### src/rtl/dna_port_sequencer.sv
// Device-DNA port sequencer: generates the slow DNA clock and READ/SHIFT controls, captures the ID once and
// serves the cached value to NUM_REQ round-robin requesters. Define DNA_DOUBLE_READ_EN for paired reads plus dna_err.
module dna_port_sequencer #(
    parameter int DIV_LOG2 = 4,
    parameter int NUM_REQ  = 2,
    parameter int DNA_W    = 57
) (
    input  logic               clk,
    input  logic               reset_n,
    input  logic [NUM_REQ-1:0] req,
    input  logic               refresh,
    output logic [NUM_REQ-1:0] done,
    output logic [DNA_W-1:0]   dna,
    output logic               dna_valid,
    output logic               busy,
    output logic               dna_clk,
    output logic               dna_read,
    output logic               dna_shift,
    output logic               dna_din,
    input  logic               dna_dout
`ifdef DNA_DOUBLE_READ_EN
    ,
    output logic               dna_err
`endif
);
    localparam int CW = $clog2(DNA_W + 1);

    typedef enum logic [1:0] {ST_IDLE, ST_LOAD, ST_SHIFT, ST_SERVE} state_t;

    logic [1:0]          rst_sync_q;
    logic                rst_int_n;
    state_t              state_q, state_d;
    logic [DIV_LOG2-1:0] div_q, div_d;
    logic                dna_clk_q, dna_clk_d;
    logic                read_q, read_d, shift_q, shift_d;
    logic                busy_q, busy_d, valid_q, valid_d, pend_q, pend_d;
    logic [DNA_W-1:0]    dna_q, dna_d, shreg_q, shreg_d;
    logic [CW-1:0]       cnt_q, cnt_d;
    logic [NUM_REQ-1:0]  done_q, done_d, rr_mask_q, rr_mask_d;
    logic [NUM_REQ-1:0]  masked_w, pick_w, gnt_w;
    logic                rise_tick, fall_tick, start_w, commit_w;
`ifdef DNA_DOUBLE_READ_EN
    logic [DNA_W-1:0]    cmp_q, cmp_d;
    logic                pass_q, pass_d, retry_q, retry_d, err_q, err_d, restart_w;
`endif

    // Reset asserts asynchronously but is released in step with clk.
    always_ff @(posedge clk or negedge reset_n) begin
        if (!reset_n) begin
            rst_sync_q <= 2'b00;
        end else begin
            rst_sync_q <= {rst_sync_q[0], 1'b1};
        end
    end
    assign rst_int_n = rst_sync_q[1];

    always_comb begin
        rise_tick = div_q[DIV_LOG2-1] & ~dna_clk_q;
        fall_tick = ~div_q[DIV_LOG2-1] & dna_clk_q;
        div_d     = div_q + DIV_LOG2'(1);
        dna_clk_d = div_q[DIV_LOG2-1];

        // Round-robin: rr_mask holds the bits at or above the pointer; empty mask wraps to index 0.
        masked_w  = req & rr_mask_q;
        pick_w    = (masked_w != '0) ? masked_w : req;
        gnt_w     = pick_w & (~pick_w + NUM_REQ'(1));
        done_d    = '0;
        rr_mask_d = rr_mask_q;
        if (valid_q && (req != '0)) begin
            done_d    = gnt_w;
            rr_mask_d = ~(gnt_w | (gnt_w - NUM_REQ'(1)));
        end

        state_d  = state_q;
        read_d   = read_q;
        shift_d  = shift_q;
        busy_d   = busy_q;
        valid_d  = valid_q;
        dna_d    = dna_q;
        shreg_d  = shreg_q;
        cnt_d    = cnt_q;
        pend_d   = pend_q | refresh;
        start_w  = fall_tick && (((req != '0) && !valid_q) || pend_q);
        commit_w = 1'b0;
`ifdef DNA_DOUBLE_READ_EN
        cmp_d     = cmp_q;
        pass_d    = pass_q;
        retry_d   = retry_q;
        err_d     = err_q;
        restart_w = 1'b0;
`endif

        case (state_q)
            ST_IDLE, ST_SERVE: begin
                if (start_w) begin
                    state_d = ST_LOAD;
                    read_d  = 1'b1;
                    busy_d  = 1'b1;
                    shreg_d = '0;
                    cnt_d   = '0;
                    pend_d  = refresh;
`ifdef DNA_DOUBLE_READ_EN
                    pass_d  = 1'b0;
                    retry_d = 1'b0;
`endif
                end else if (req == '0) begin
                    state_d = ST_IDLE;
                end else if (valid_q) begin
                    state_d = ST_SERVE;
                end
            end
            ST_LOAD: begin
                if (fall_tick) begin
                    read_d  = 1'b0;
                    shift_d = 1'b1;
                    state_d = ST_SHIFT;
                end
            end
            ST_SHIFT: begin
                if (rise_tick && (cnt_q != CW'(DNA_W))) begin
                    shreg_d = {shreg_q[DNA_W-2:0], dna_dout};
                    cnt_d   = cnt_q + CW'(1);
                end
                if (fall_tick && (cnt_q == CW'(DNA_W))) begin
                    shift_d = 1'b0;
`ifdef DNA_DOUBLE_READ_EN
                    if (!pass_q) begin
                        cmp_d     = shreg_q;
                        pass_d    = 1'b1;
                        restart_w = 1'b1;
                    end else if (shreg_q == cmp_q) begin
                        commit_w = 1'b1;
                        err_d    = 1'b0;
                    end else if (!retry_q) begin
                        retry_d   = 1'b1;
                        pass_d    = 1'b0;
                        restart_w = 1'b1;
                    end else begin
                        commit_w = 1'b1;
                        err_d    = 1'b1;
                    end
                    if (restart_w) begin
                        read_d  = 1'b1;
                        shreg_d = '0;
                        cnt_d   = '0;
                        state_d = ST_LOAD;
                    end
`else
                    commit_w = 1'b1;
`endif
                    if (commit_w) begin
                        dna_d   = shreg_q;
                        valid_d = 1'b1;
                        busy_d  = 1'b0;
                        state_d = ST_SERVE;
                    end
                end
            end
            default: state_d = ST_IDLE;
        endcase
    end

    always_ff @(posedge clk or negedge rst_int_n) begin
        if (!rst_int_n) begin
            state_q   <= ST_IDLE;
            div_q     <= '0;
            dna_clk_q <= 1'b0;
            read_q    <= 1'b0;
            shift_q   <= 1'b0;
            busy_q    <= 1'b0;
            valid_q   <= 1'b0;
            pend_q    <= 1'b0;
            dna_q     <= '0;
            shreg_q   <= '0;
            cnt_q     <= '0;
            done_q    <= '0;
            rr_mask_q <= '1;
`ifdef DNA_DOUBLE_READ_EN
            cmp_q     <= '0;
            pass_q    <= 1'b0;
            retry_q   <= 1'b0;
            err_q     <= 1'b0;
`endif
        end else begin
            state_q   <= state_d;
            div_q     <= div_d;
            dna_clk_q <= dna_clk_d;
            read_q    <= read_d;
            shift_q   <= shift_d;
            busy_q    <= busy_d;
            valid_q   <= valid_d;
            pend_q    <= pend_d;
            dna_q     <= dna_d;
            shreg_q   <= shreg_d;
            cnt_q     <= cnt_d;
            done_q    <= done_d;
            rr_mask_q <= rr_mask_d;
`ifdef DNA_DOUBLE_READ_EN
            cmp_q     <= cmp_d;
            pass_q    <= pass_d;
            retry_q   <= retry_d;
            err_q     <= err_d;
`endif
        end
    end

    assign done      = done_q;
    assign dna       = dna_q;
    assign dna_valid = valid_q;
    assign busy      = busy_q;
    assign dna_clk   = dna_clk_q;
    assign dna_read  = read_q;
    assign dna_shift = shift_q;
    assign dna_din   = 1'b0;
`ifdef DNA_DOUBLE_READ_EN
    assign dna_err   = err_q;
`endif

endmodule

### config.mk
export PLATFORM = sky130hd
export DESIGN_NAME = dna_port_sequencer
export DESIGN_NICKNAME = d
export VERILOG_FILES = /design/src/rtl/dna_port_sequencer.sv
export SDC_FILE = /design/constraint.sdc
export NUM_CORES = 1
export LEC_CHECK = 0
export CAP_MARGIN = 20
export CORE_ASPECT_RATIO = 0.8
export CORE_UTILIZATION = 55
export CTS_CLUSTER_SIZE = 10
export DETAILED_ROUTE_END_ITERATION = 10
export DONT_BUFFER_PORTS = 1
export GPL_TIMING_DRIVEN = 0
export HOLD_SLACK_MARGIN = 0.12
export PLACE_DENSITY = 0.7
export SLEW_MARGIN = 20
export SYNTH_ARGS = -nofsm -noshare
export SYNTH_HDL_FRONTEND = slang
export SYNTH_SLANG_ARGS = --single-unit
### constraint.sdc
create_clock -name clk -period 8.2 [get_ports clk]
set_input_delay 2.46 -clock clk [delete_from_list [all_inputs] [get_ports clk]]
set_output_delay 2.46 -clock clk [all_outputs]
set_load 0.05 [all_outputs]
==> impl_results.md, run 1 <==
- Minimum clock period: 3613 ps
- Synth Area in Compound Gates: 0.03749
- CTS root buf: clkbuf_16
- Row cnt: 32
- Adder-cell share of the synthesized area: 0.01096
- Synth unique cells: 45
- Critical path data arrival time: between 1000 and 1500 ps
- H-tree lvl count: 4
- Drc violations: 0
- Routed WL: approximately 11 mm
- Vias in the first global route: between 3,000 and 4,000
- Sequential share of power: 0.411
- VDD IR max: 188.6 uV
- Most common cell after layout, fill and taps aside: dfrtp_1
- F_max: around 0.28 GHz
- IO buf count: 0
- Worst r2r path cells: 6
- First DRT Iteration DRCs: approximately 240
- RSZ-0062 raised after global routing: no
- Max_cap viols: 0
- Hold_ws: 330.6 ps
- DR vias: roughly 3,700
- Total gr overflow: 0
- CP Capture Type: primary output
- Seq/Total Area, Yosys: 0.6056
- Worst hold path type: flop to async pin
- Sw Pwr: 841.6 uW
- Pin count of the biggest net entering global routing: 56
- Number of synthesized flops with an enable pin: 0
- Synthesized cell area: roughly 5700 um^2
- Post-route ant nets: 0
- Main combinational cell family by area after synthesis: simple AND/OR/NAND/NOR gates
- Status: finished, final reports clean
- Starting Density: 0.5794
- RD Place Congestion: about 0.80
- CTS buffer count: 17
- Leakage: roughly 0.0028 uW
- Avg Inst Size Synth: roughly 12 um^2
- Die ar.: 10,790 um^2
- Crit path max fanout: 5
- Multiplexer share of the synthesized area: 0.1287
- Yosys warns: 0
- Fin. Hold Viols: 0
- Total Routing Usage GR: 0.2323
- Clock buffer depth: 2
- Max-slew headroom: 0.5812
- DR WL/cell: 17.03 um
- Cells after synthesis: slightly below 500
- Worst Clk Skew: 6.966 ps
- Non-filler instance count after layout: between 600 and 700
- Setup_tns: 0 ps
- Clock Latency Late Sink: ~420 ps
- Max-slew violations: 0
- Net Sw Frac: 0.3455
- Area delta synth->final: 13.24%
- Nets@finish: just over 500
- Fraction of layout cells with a size suffix above 1: 0.2194
- Setup Buffers After CTS: 0
- Antenna violations before repair: 0
- First-pass DRT Iterations: 5
- DPL Wire Length: 7.334 mm
- Area leader, netlist: dfrtp_1
- Post-synthesis register bit count: roughly 140
- Io pins: a little over 70
- Post-Synth XOR/XNOR Area: 0.003070
- Ant. Diodes: 0
- Endpoints failing setup: 0
- Actual slew at the worst max-slew pin: ~630 ps
- Critical path class: flop to primary output
- Internal: about 1600 uW
- Cell Pwr Density: 376.9 nW/um^2
- Clock transition at the registers of the reported paths: roughly 50 ps
- Worst path depth: 0
- Syn Nets: roughly 500
- Top cells by area, synth: dfrtp_1, nand3_1, mux2_2
- Ys async rst share: 1.000
- Post-synthesis simple-gate area fraction: 0.1765
- Hold-fix buffers, CTS: 0
- Post-CTS sizing: 0
- Combinational fraction of design power: 0.304
- Top cell type's share of synthesized area: 0.5964
- Dominant synthesized flop cell: dfrtp_1
- Filler cell count: 775
- Die W: around 120 um
- Placed Instances: 622
- Tcrit/Tclk final: 0.4406
- CP required: about 5700 ps
- Clock share of power: 0.285
- CTS tree: yes
- Core area: between 9000 and 10,000 um^2
- Clock Sinks: between 100 and 150
- Worst setup SP type: flop
- Most frequent cells in the layout: dfrtp_1, nand3_1, nand2_1, mux2_2, mux2_4
- Total power: about 2400 uW
- First-pass GRT wire length: ~19 mm
- Die Span Y: a little over 90 um
- Mean number of vias per cell: ~5.7
power by group through the flow:
stage | sequential, uW | clock [uW] | combinational, uW
floorplan | 970 | 0 | 587
global placement | 1010 | 0 | 686
detailed placement | 1010 | 0 | 738
CTS | 1000 | 705 | 747
global route | 1020 | 739 | 836
finish | 1000 | 694 | 741
synthesized netlist by cell type, types with 3 or more instances:
cell        n
nand2_1    63
dfrtp_1   136
a21oi_1     6
nand3_1   121
clkbuf_1   12
nor2_1      4
inv_1       9
buf_1       6
nor3_1      3
mux2_2     39
o21ai_0     7
nand2b_1    3
buf_2       7
buf_4       5
mux2_4     19
ha_1        5
a21o_1      4
buf_6       3
cell type report:
class	instances	area, um^2	share of cell area
plain buffers	33	173.9	0.02691
clock buffers	21	460.4	0.07125
clock inverters	8	73.82	0.01142
inverters	9	33.78	0.005227
multi-input cells	304	2043	0.3162
flip-flops and latches	138	3460	0.5353
well taps	136	170.2	0.02633
repair buffers	2	47.55	0.007357
worst reg2reg max path, stage by stage, from the launching register on:
cell      delay [ps]
dfrtp_1          740
nand2b_4         140
nor4_4           290
nand2_1          200
buf_6            200
buf_6            160
mux2_4           310
final timing paths:
kind                                         startpoint                       to  slack (ps)
worst min register to register  rst_sync_q[1]$_DFF_PN0_      dna[33]$_DFFE_PN0P_         330
min in group clk                rst_sync_q[0]$_DFF_PN0_  rst_sync_q[1]$_DFF_PN0_         360
worst max register to register        dna_clk$_DFF_PN0_      dna[44]$_DFFE_PN0P_        6040
max in group asynchronous                       reset_n  rst_sync_q[1]$_DFF_PN0_        6380
worst max-delay path                  dna_clk$_DFF_PN0_                  dna_clk        4590
worst min-delay path            rst_sync_q[1]$_DFF_PN0_      dna[33]$_DFFE_PN0P_         330
state kept, by name (all words and copies together) (netlist names), 2 cells and up:
name,count
cnt_q,6
div_q,4
dna,57
done,2
rr_mask_q,2
rst_sync_q,2
shreg_q,57
state_q,2
per-layer routing:
metal / part of all wire / track usage / vias up
met5: 0 / 0 / -
met4: 0.010 / 0.09509 / 0
met2: 0.47 / 0.3428 / 84
met3: 0.047 / 0.06610 / 11
met1: 0.47 / 0.3230 / 1872
li1: - / - / 1729
through the flow:
step                        util  setup WS, ps  instance area (um^2)
after global routing      0.6561          4552                  6462
after floorplan                -          4074                  5707
after detailed placement  0.6019          4396                  5928
after global placement    0.5967          2733                  5877
final                     0.6561          4587                  6462
after CTS                 0.6561          4572                  6462
cells by family after synthesis:
family,after synthesis
DFF,138
muxes,59
and+or+nand+nor,207
xor gates and xnor gates,2
AOI/OAI and AO/OA,29
other,2
buffers and inverters,42
adders and majority gates,5
Power figures use the tool's default switching activity.
==> inputs of run 2 (changes only) <==
Clock period 8.2 ns to 3.7 ns, I/O delays scaled along.
==> impl_results.md, run 2 (synthesis results as in run 1) <==
- Status: finished, final reports clean
- Endpoints failing setup: 0
- RSZ-0062 raised after global routing: no
- Io pins: between 70 and 80
- Fin. Hold Viols: 0
- Area delta synth->final: 14.60%
- Fraction of layout cells with a size suffix above 1: 0.2162
- CP Capture Type: primary output
- Worst hold path type: flop to async pin
- Actual slew at the worst max-slew pin: between 600 and 700 ps
- CTS root buf: clkbuf_16
- Cell Pwr Density: 854.3 nW/um^2
- Core area: a little under 10,000 um^2
- Mean number of vias per cell: between 5 and 6
- Worst Clk Skew: roughly 8 ps
- Clock buffer depth: 2
- Setup Buffers After CTS: 0
- RD Place Congestion: approximately 0.8
- Max-slew headroom: 0.5790
- R2r setup slk: ~1500 ps
- Clock Latency Late Sink: approximately 420 ps
- Origin of the critical flop-to-flop path: dna_clk$_DFF_PN0_
- Crit path max fanout: 5
- Worst Setup SP: dna_clk$_DFF_PN0_
- VDD IR max: approximately 450 uV
- Critical path data arrival time: 1160 ps
- Antenna violations before repair: 0
- Clock transition at the registers of the reported paths: 60 ps
- Clock Sinks: roughly 140
- DR vias: roughly 3,800
- Total gr overflow: 0
- Non-filler instance count after layout: between 600 and 700
- Vias in the first global route: about 3,700
- CTS tree: yes
- First-pass GRT wire length: 18.58 mm
- Max-slew violations: 0
- Leakage: 0.002852 uW
- Hold-fix buffers, CTS: 0
- Starting Density: 0.5794
- Die ar.: 10,790 um^2
- Drc violations: 0
- Tcrit/Tclk final: 0.6124
- DPL Wire Length: 7.188 mm
- Die W: between 100 and 150 um
- Most frequent cells in the layout: dfrtp_1, nand3_1, nand2_1, mux2_2, mux2_4
- Nets@finish: a little over 500
- DR WL/cell: between 15 and 20 um
- Routed WL: approximately 11 mm
- Max_cap viols: 0
- Worst setup SP type: flop
- Post-route ant nets: 0
- Placed Instances: 622
- Post-CTS sizing: 0
- Total Routing Usage GR: 0.2303
- IO buf count: 0
- Ant. Diodes: 0
- Most common cell after layout, fill and taps aside: dfrtp_1
- Filler cell count: 748
- CTS buffer count: 17
- Pin count of the biggest net entering global routing: 56
- Critical path class: flop to primary output
- First DRT Iteration DRCs: 303
- Final core occ: 0.6640
- Row cnt: 32
- First-pass DRT Iterations: 5
- Worst r2r path cells: 6
- Setup_tns: 0 ps
- H-tree lvl count: 4
- F_max: 0.4414 GHz
- Minimum clock period: ~2300 ps
- CP required: about 2600 ps
- Critical R2R Capture: dna[54]$_DFFE_PN0P_
- Die Span Y: 93.11 um
run 2: worst max path at each step:
stage               slack [ps]                       to  cells after the start
global placement           660      dna[51]$_DFFE_PN0P_                      0
CTS                       1420                  dna_clk                      0
detailed placement        1230  shreg_q[26]$_DFFE_PN0P_                      5
floorplan                 1410         busy$_DFFE_PN0P_                      0
global route              1400                  dna_clk                      0
finish                    1430                  dna_clk                      0
run 2: cell type report:
| type | instances | area (um^2) | area share |
|---|---|---|---|
| Sequential cell | 138 | 3460 | 0.5290 |
| Multi-Input combinational cell | 304 | 2043 | 0.3124 |
| Clock buffer | 24 | 461.7 | 0.07060 |
| Buffer | 33 | 173.9 | 0.02659 |
| Tap cell | 136 | 170.2 | 0.02602 |
| Clock inverter | 8 | 142.6 | 0.02181 |
| Timing Repair Buffer | 2 | 55.05 | 0.008418 |
| Inverter | 9 | 33.78 | 0.005165 |
run 2: stage by stage:
step	setup slack (ps)	power, uW	instance area (um^2)	hold slack, ps
after detailed placement	1230	3859	5936	331.7
final	1434	5587	6540	313.6
after global placement	664.9	3766	5878	337.4
after CTS	1418	5624	6540	335.7
after floorplan	1409	3452	5708	331.1
after global routing	1401	5941	6540	367.0
run 2: report_power, final:
group,switching [uW],internal [uW],total [uW]
Combinational,943,689,1630
Sequential,318,1900,2220
Clock,596,1140,1740
run 2: layer usage:
metal,wire (um),share of wire,vias up,global-route usage
met3,602,0.054,23,0.07194
met4,203,0.018,0,0.1015
met1,5006,0.45,1930,0.3110
li1,-,-,1734,-
met5,0,0,-,0
met2,5238,0.47,101,0.3423
